[config.mk]
export PLATFORM = sky130hd
export DESIGN_NAME = change_dispenser
export DESIGN_NICKNAME = d
export VERILOG_FILES = /design/src/rtl/change_dispenser.sv
export SDC_FILE = /design/constraint.sdc
export NUM_CORES = 1
export LEC_CHECK = 0
export CAP_MARGIN = 20
export CORE_ASPECT_RATIO = 2
export CORE_UTILIZATION = 35
export DETAILED_ROUTE_END_ITERATION = 10
export PLACE_DENSITY = 0.55
export SLEW_MARGIN = 30
export SYNTH_ARGS = -nofsm -noshare
export SYNTH_HDL_FRONTEND = slang
export SYNTH_SLANG_ARGS = --single-unit
[constraint.sdc]
create_clock -name clk -period 3 [get_ports clk]
set_clock_uncertainty 0.2 [all_clocks]
set_input_delay 0.45 -clock clk [delete_from_list [all_inputs] [get_ports clk]]
set_output_delay 0.45 -clock clk [all_outputs]
set_load 0.005 [all_outputs]
[src/rtl/change_dispenser.sv]
// Coin-return engine: pays a cent amount out as timed eject pulses to five hoppers,
// largest coin first, skipping empty hoppers and reporting any unpaid remainder.
module change_dispenser #(
  parameter int PULSE_CYCLES = 4,
  parameter int GAP_CYCLES   = 2
) (
  input  logic       clk,
  input  logic       rst_n,
  input  logic       start,
  input  logic [8:0] amount,
  input  logic       emptyDollar,
  input  logic       emptyFifty,
  input  logic       emptyQuarter,
  input  logic       emptyDime,
  input  logic       emptyNickel,
  output logic       ejectDollar,
  output logic       ejectFifty,
  output logic       ejectQuarter,
  output logic       ejectDime,
  output logic       ejectNickel,
  output logic       busy,
  output logic       done,
  output logic       error,
  output logic [8:0] remaining,
  output logic [5:0] coinsOut
);

  typedef enum logic [2:0] {
    S_IDLE, S_SELECT, S_EJECT, S_GAP, S_DONE, S_FAULT
  } state_t;

  localparam int MAX_CYC = (PULSE_CYCLES > GAP_CYCLES) ? PULSE_CYCLES : GAP_CYCLES;
  localparam int CNT_W   = (MAX_CYC > 1) ? $clog2(MAX_CYC) : 1;
  localparam logic [CNT_W-1:0] PULSE_LAST = CNT_W'(PULSE_CYCLES - 1);
  localparam logic [CNT_W-1:0] GAP_LAST   = CNT_W'(GAP_CYCLES - 1);

  // Index 4 is the dollar hopper, index 0 the nickel hopper.
  function automatic logic [8:0] coin_value(input int idx);
    case (idx)
      4:       coin_value = 9'd100;
      3:       coin_value = 9'd50;
      2:       coin_value = 9'd25;
      1:       coin_value = 9'd10;
      default: coin_value = 9'd5;
    endcase
  endfunction

  state_t           state_q, state_d;
  logic [8:0]       rem_q, rem_d;
  logic [5:0]       coins_q, coins_d;
  logic             err_q, err_d;
  logic [4:0]       eject_q, eject_d;
  logic [CNT_W-1:0] cnt_q, cnt_d;

  logic [4:0] empty_vec;
  logic       pick_ok;
  logic [4:0] pick_onehot;
  logic [8:0] pick_val;
  logic       amount_bad;

  assign empty_vec  = {emptyDollar, emptyFifty, emptyQuarter, emptyDime, emptyNickel};
  assign amount_bad = (amount > 9'd500) || ((amount % 9'd5) != 9'd0);

  always_comb begin
    // NOTE: every combinational output gets a default first so no path can infer a latch.
    pick_ok     = 1'b0;
    pick_onehot = '0;
    pick_val    = '0;
    for (int i = 4; i >= 0; i--) begin
      if (!pick_ok && !empty_vec[i] && (coin_value(i) <= rem_q)) begin
        pick_ok        = 1'b1;
        pick_onehot[i] = 1'b1;
        pick_val       = coin_value(i);
      end
    end
  end

  always_comb begin
    state_d = state_q;
    rem_d   = rem_q;
    coins_d = coins_q;
    err_d   = err_q;
    eject_d = eject_q;
    cnt_d   = cnt_q;
    case (state_q)
      S_IDLE: begin
        if (start) begin
          rem_d   = amount;
          coins_d = '0;
          err_d   = amount_bad;
          state_d = amount_bad ? S_FAULT : S_SELECT;
        end
      end
      S_SELECT: begin
        if (rem_q == 9'd0) begin
          state_d = S_DONE;
        end else if (pick_ok) begin
          rem_d   = rem_q - pick_val;
          coins_d = (coins_q == 6'd63) ? coins_q : coins_q + 6'd1;
          eject_d = pick_onehot;
          cnt_d   = PULSE_LAST;
          state_d = S_EJECT;
        end else begin
          err_d   = 1'b1;
          state_d = S_FAULT;
        end
      end
      S_EJECT: begin
        if (cnt_q == '0) begin
          eject_d = '0;
          cnt_d   = GAP_LAST;
          state_d = S_GAP;
        end else begin
          cnt_d = cnt_q - 1'b1;
        end
      end
      S_GAP: begin
        if (cnt_q == '0) state_d = S_SELECT;
        else             cnt_d   = cnt_q - 1'b1;
      end
      default: state_d = S_IDLE;
    endcase
  end

  always_ff @(posedge clk) begin
    // NOTE: state registers use non-blocking assignments so every flop samples pre-edge values.
    if (!rst_n) begin
      state_q <= S_IDLE;
      rem_q   <= '0;
      coins_q <= '0;
      err_q   <= 1'b0;
      eject_q <= '0;
      cnt_q   <= '0;
    end else begin
      state_q <= state_d;
      rem_q   <= rem_d;
      coins_q <= coins_d;
      err_q   <= err_d;
      eject_q <= eject_d;
      cnt_q   <= cnt_d;
    end
  end

  assign {ejectDollar, ejectFifty, ejectQuarter, ejectDime, ejectNickel} = eject_q;
  assign busy      = (state_q != S_IDLE);
  assign done      = (state_q == S_DONE) || (state_q == S_FAULT);
  assign error     = err_q;
  assign remaining = rem_q;
  assign coinsOut  = coins_q;

endmodule

==> summary.md, run 1 <==
| Metric | Value |
|---|---|
| CP dominant cell by count | `o21ai_2` |
| Die height | `118 µm` |
| Syn Inst Count | `312` |
| Critical Path Start Type | `flop` |
| Main combinational cell family by area after synthesis | `compound AO/OA/AOI/OAI gates` |
| Non-Filler Instances | `482` |
| Clock slew at reported path FFs | `0.07 ns` |
| Status | `finished, violations left` |
| Synth Cell Area | `2360 µm²` |
| Final Net Count | `423` |
| Top sig layer | `met4` |
| Largest stage delay on the critical path | `0.42 ns` |
| Critical path peak fanout | `3` |
| FMAX | `314 MHz` |
| Setup TNS | `-0.308 ns` |
| Min cycle time layout | `3.18 ns` |
| Mux share of post-synthesis cell area | `0.0218` |
| DR WL/cell | `15.5 µm` |
| Yosys warns | `0` |
| # diodes | `0` |
| I/O pin total | `40` |
| Wire length on met2 | `4.14 mm` |
| Wire length on met1 | `2.71 mm` |
| Routability Congestion | `0.890` |
| Measured slew at the worst slew-check pin | `0.514 ns` |
| LEAKAGE | `1.43 nW` |
| Hold Path Class | `flop to flop` |
| Unique masters post-synth | `61` |
| Buffers on Ports | `39` |
| Antenna Nets Post-Route | `0` |
| Post-synthesis sequential area ratio | `0.221` |
| Via-per-instance ratio | `5.51` |
| Mapped Nets | `340` |
| Largest net degree at the start of global routing | `21` |
| Floorplan row count | `42` |
| Simple-gate share of the synthesized area | `0.269` |
| RSZ-0062 raised after global routing | `true` |
| Max-Cap Viols | `0` |
| # setup viols final | `2` |
| Yosys reg bits | `26` |
| Initial antenna violation count | `0` |
| Share of layout cells above drive strength 1 | `0.272` |
| Die ar. | `7080 µm²` |
| Wire length of the first global-routing pass | `11.5 mm` |
| Final Cycle Share | `1.06` |
| Avg Cell Area, Syn | `7.55 µm²` |
| CTS H-tree lvls | `1` |
| Worst setup margin | `-0.183 ns` |
| # DRC | `0` |
| DRT Pass-1 Iters | `4` |
| Power Density | `963 nW/µm²` |
| Remaining Overflow, GRT | `0` |
| Met3 routed WL | `183 µm` |
| First-iteration detailed-routing DRC count | `103` |
| DP HPWL | `5.79 mm` |
| Post-synthesis compound-gate area fraction | `0.300` |
| WP data arrival | `3.15 ns` |
| Core area | `6570 µm²` |
| EDFF count, synth | `0` |
| Failing checks | `negative setup slack` |
| Clk buf depth | `2` |
| Ys flop type | `dfxtp_1` |
| Ys async rst share | `0` |
| Hold_buf cts | `0` |
| Global Route Usage Sum | `0.214` |
| Slowest-stage cell, CP | `o21ai_0` |
| Clock Tree Root | `clkbuf_16` |
| CTS Buf Count | `3` |
| Peak supply drop | `379 µV` |
| Area Growth Syn to Fin | `48.8%` |
| Fin. max-slew vios | `0` |
| TritonCTS clock tree | `yes` |
| CP Capture Type | `flop` |
| Worst path cell trace | `o21ai_0, a41oi_4, a21oi_2, nor3_2, ha_2, fa_2, nor2b_2, o21ai_2, a21boi_2, o21a_1, o21ai_2, a22o_1, and3_1, a31o_2` |
| Die width | `60.0 µm` |
| Setup CP Type | `flop to flop` |
| Slew headroom | `0.657` |
| Synth Area in Adders | `0.0616` |
| Final WL | `7.45 mm` |
| Cell count after placement | `468` |
| Vias in the first global route | `2513` |
| Leading cell type in the layout, fill and taps excluded | `buf_4` |
| Via count | `2656` |
| Synth Area in XOR/XNOR | `0.0563` |
| Final Hold Viols | `0` |
| Worst EP required | `2.97 ns` |
| Commonest non-fill, non-tap cells in the layout | `53 x buf_4, 37 x nor2_1, 34 x clkdlybuf4s50_1` |
| Sink Count | `26` |
| Initial Util | `0.359` |
| Worst skew pair latency | `0.27 ns` |
-- timing repair --
action	in CTS	in global routing
endpoints found under the setup margin	3	7
pin swaps	5	15
buffers inserted	1	9
resized for setup	8	32
-- per-layer routing --
metal  GRT usage  vias to the layer above
li1            -                     1308
met1       0.202                     1242
met2       0.403                       74
met3      0.0198                       32
met4       0.140                        0
met5           0                        -
-- state kept, by name, summed over array words and instances, names as in the netlist --
signal,flops
coinsOut,6
eject_q,5
cnt_q,2
state_q,3
remaining,9
error,1
-- power breakdown --
group	switching (mW)	total [mW]	internal, mW
Sequential	0.142	0.595	0.453
Combinational	1.12	2.38	1.26
Clock	0.137	0.403	0.266
Total	1.40	3.37	1.98
-- worst max-delay path: cells and delay by family, from the launching register on --
family	cells	cell delay, ns
AOI/OAI and AO/OA	9	1.62
adders and majority gates	2	0.53
DFF	1	0.35
and+or+nand+nor	3	0.38
-- area by class of cell --
cell class | count | area, µm²
fill | 636 | 3060
multi-input combinational | 249 | 1810
timing repair buffer | 98 | 886
sequential | 26 | 528
tap | 88 | 110
clock buffer | 3 | 75.1
inverter | 17 | 63.8
clock inverter | 1 | 30.0
-- Yosys cell counts (5+ instances only) --
master	instances	area, µm²
nor2_1	39	146
dfxtp_1	26	521
nand2_1	22	82.6
a21oi_1	17	85.1
inv_1	17	63.8
o21ai_0	14	70.1
nor3_1	13	65.1
clkbuf_1	12	45.0
ha_1	10	125
nor2b_1	9	56.3
o211ai_1	8	60.1
a31oi_1	6	37.5
nand2b_1	6	37.5
xnor2_1	6	52.6
xor2_1	6	52.6
a211oi_1	5	37.5
buf_2	5	25.0
nand3_1	5	25.0
or3_1	5	31.3
-- kinds of logic (layout without fill, tap and decap cells) --
logic type,count (synthesis),in the layout
AND/OR/NAND/NOR,124,124
AO/OA/AOI/OAI,96,96
buffers and inverters,37,119
flip-flops,26,26
XOR/XNOR,13,13
adder cells (fa/ha/maj),11,11
multiplexers,5,5
-- stage by stage --
step            util  instance area, µm²  setup slack [ns]  hold WS [ns]  power, mW
3_5_place_dp   0.483                3170            -0.399         0.294       2.70
2_1_floorplan      -                2380           -0.0726         0.279       1.79
6_report       0.534                3500            -0.183         0.306       3.37
3_3_place_gp   0.483                3170            -0.366         0.278       2.68
5_1_grt        0.534                3500            -0.367         0.336       3.65
4_1_cts        0.504                3310            -0.126         0.310       3.20
-- final timing paths --
path	from	to	slack, ns	cells past startpoint
worst min register to register	eject_q[3]	eject_q[3]	0.31	2
worst max register to register	remaining[0]	remaining[8]	-0.18	14
worst min-delay path	eject_q[3]	eject_q[3]	0.31	2
worst max-delay path	remaining[0]	remaining[8]	-0.18	14
Note: power is estimated with default switching activity, not from simulation.
==> inputs of run 2 (changes only) <==
--- a/config.mk
+++ b/config.mk
@@ -10,6 +10,7 @@
 export CORE_UTILIZATION = 35
 export DETAILED_ROUTE_END_ITERATION = 10
 export PLACE_DENSITY = 0.55
+export SKIP_LAST_GASP = 1
 export SLEW_MARGIN = 30
 export SYNTH_ARGS = -nofsm -noshare
 export SYNTH_HDL_FRONTEND = slang
==> results of run 2 <==
Final layout, timing and power as in run 1 (identical DEF).
==> inputs of run 3 (changes only) <==
--- a/config.mk
+++ b/config.mk
@@ -5,7 +5,7 @@
 export SDC_FILE = /design/constraint.sdc
 export NUM_CORES = 1
 export LEC_CHECK = 0
-export CAP_MARGIN = 20
+export CAP_MARGIN = 25
 export CORE_ASPECT_RATIO = 2
 export CORE_UTILIZATION = 35
 export DETAILED_ROUTE_END_ITERATION = 10
==> results of run 3 <==
Final layout, timing and power as in run 1 (identical DEF).
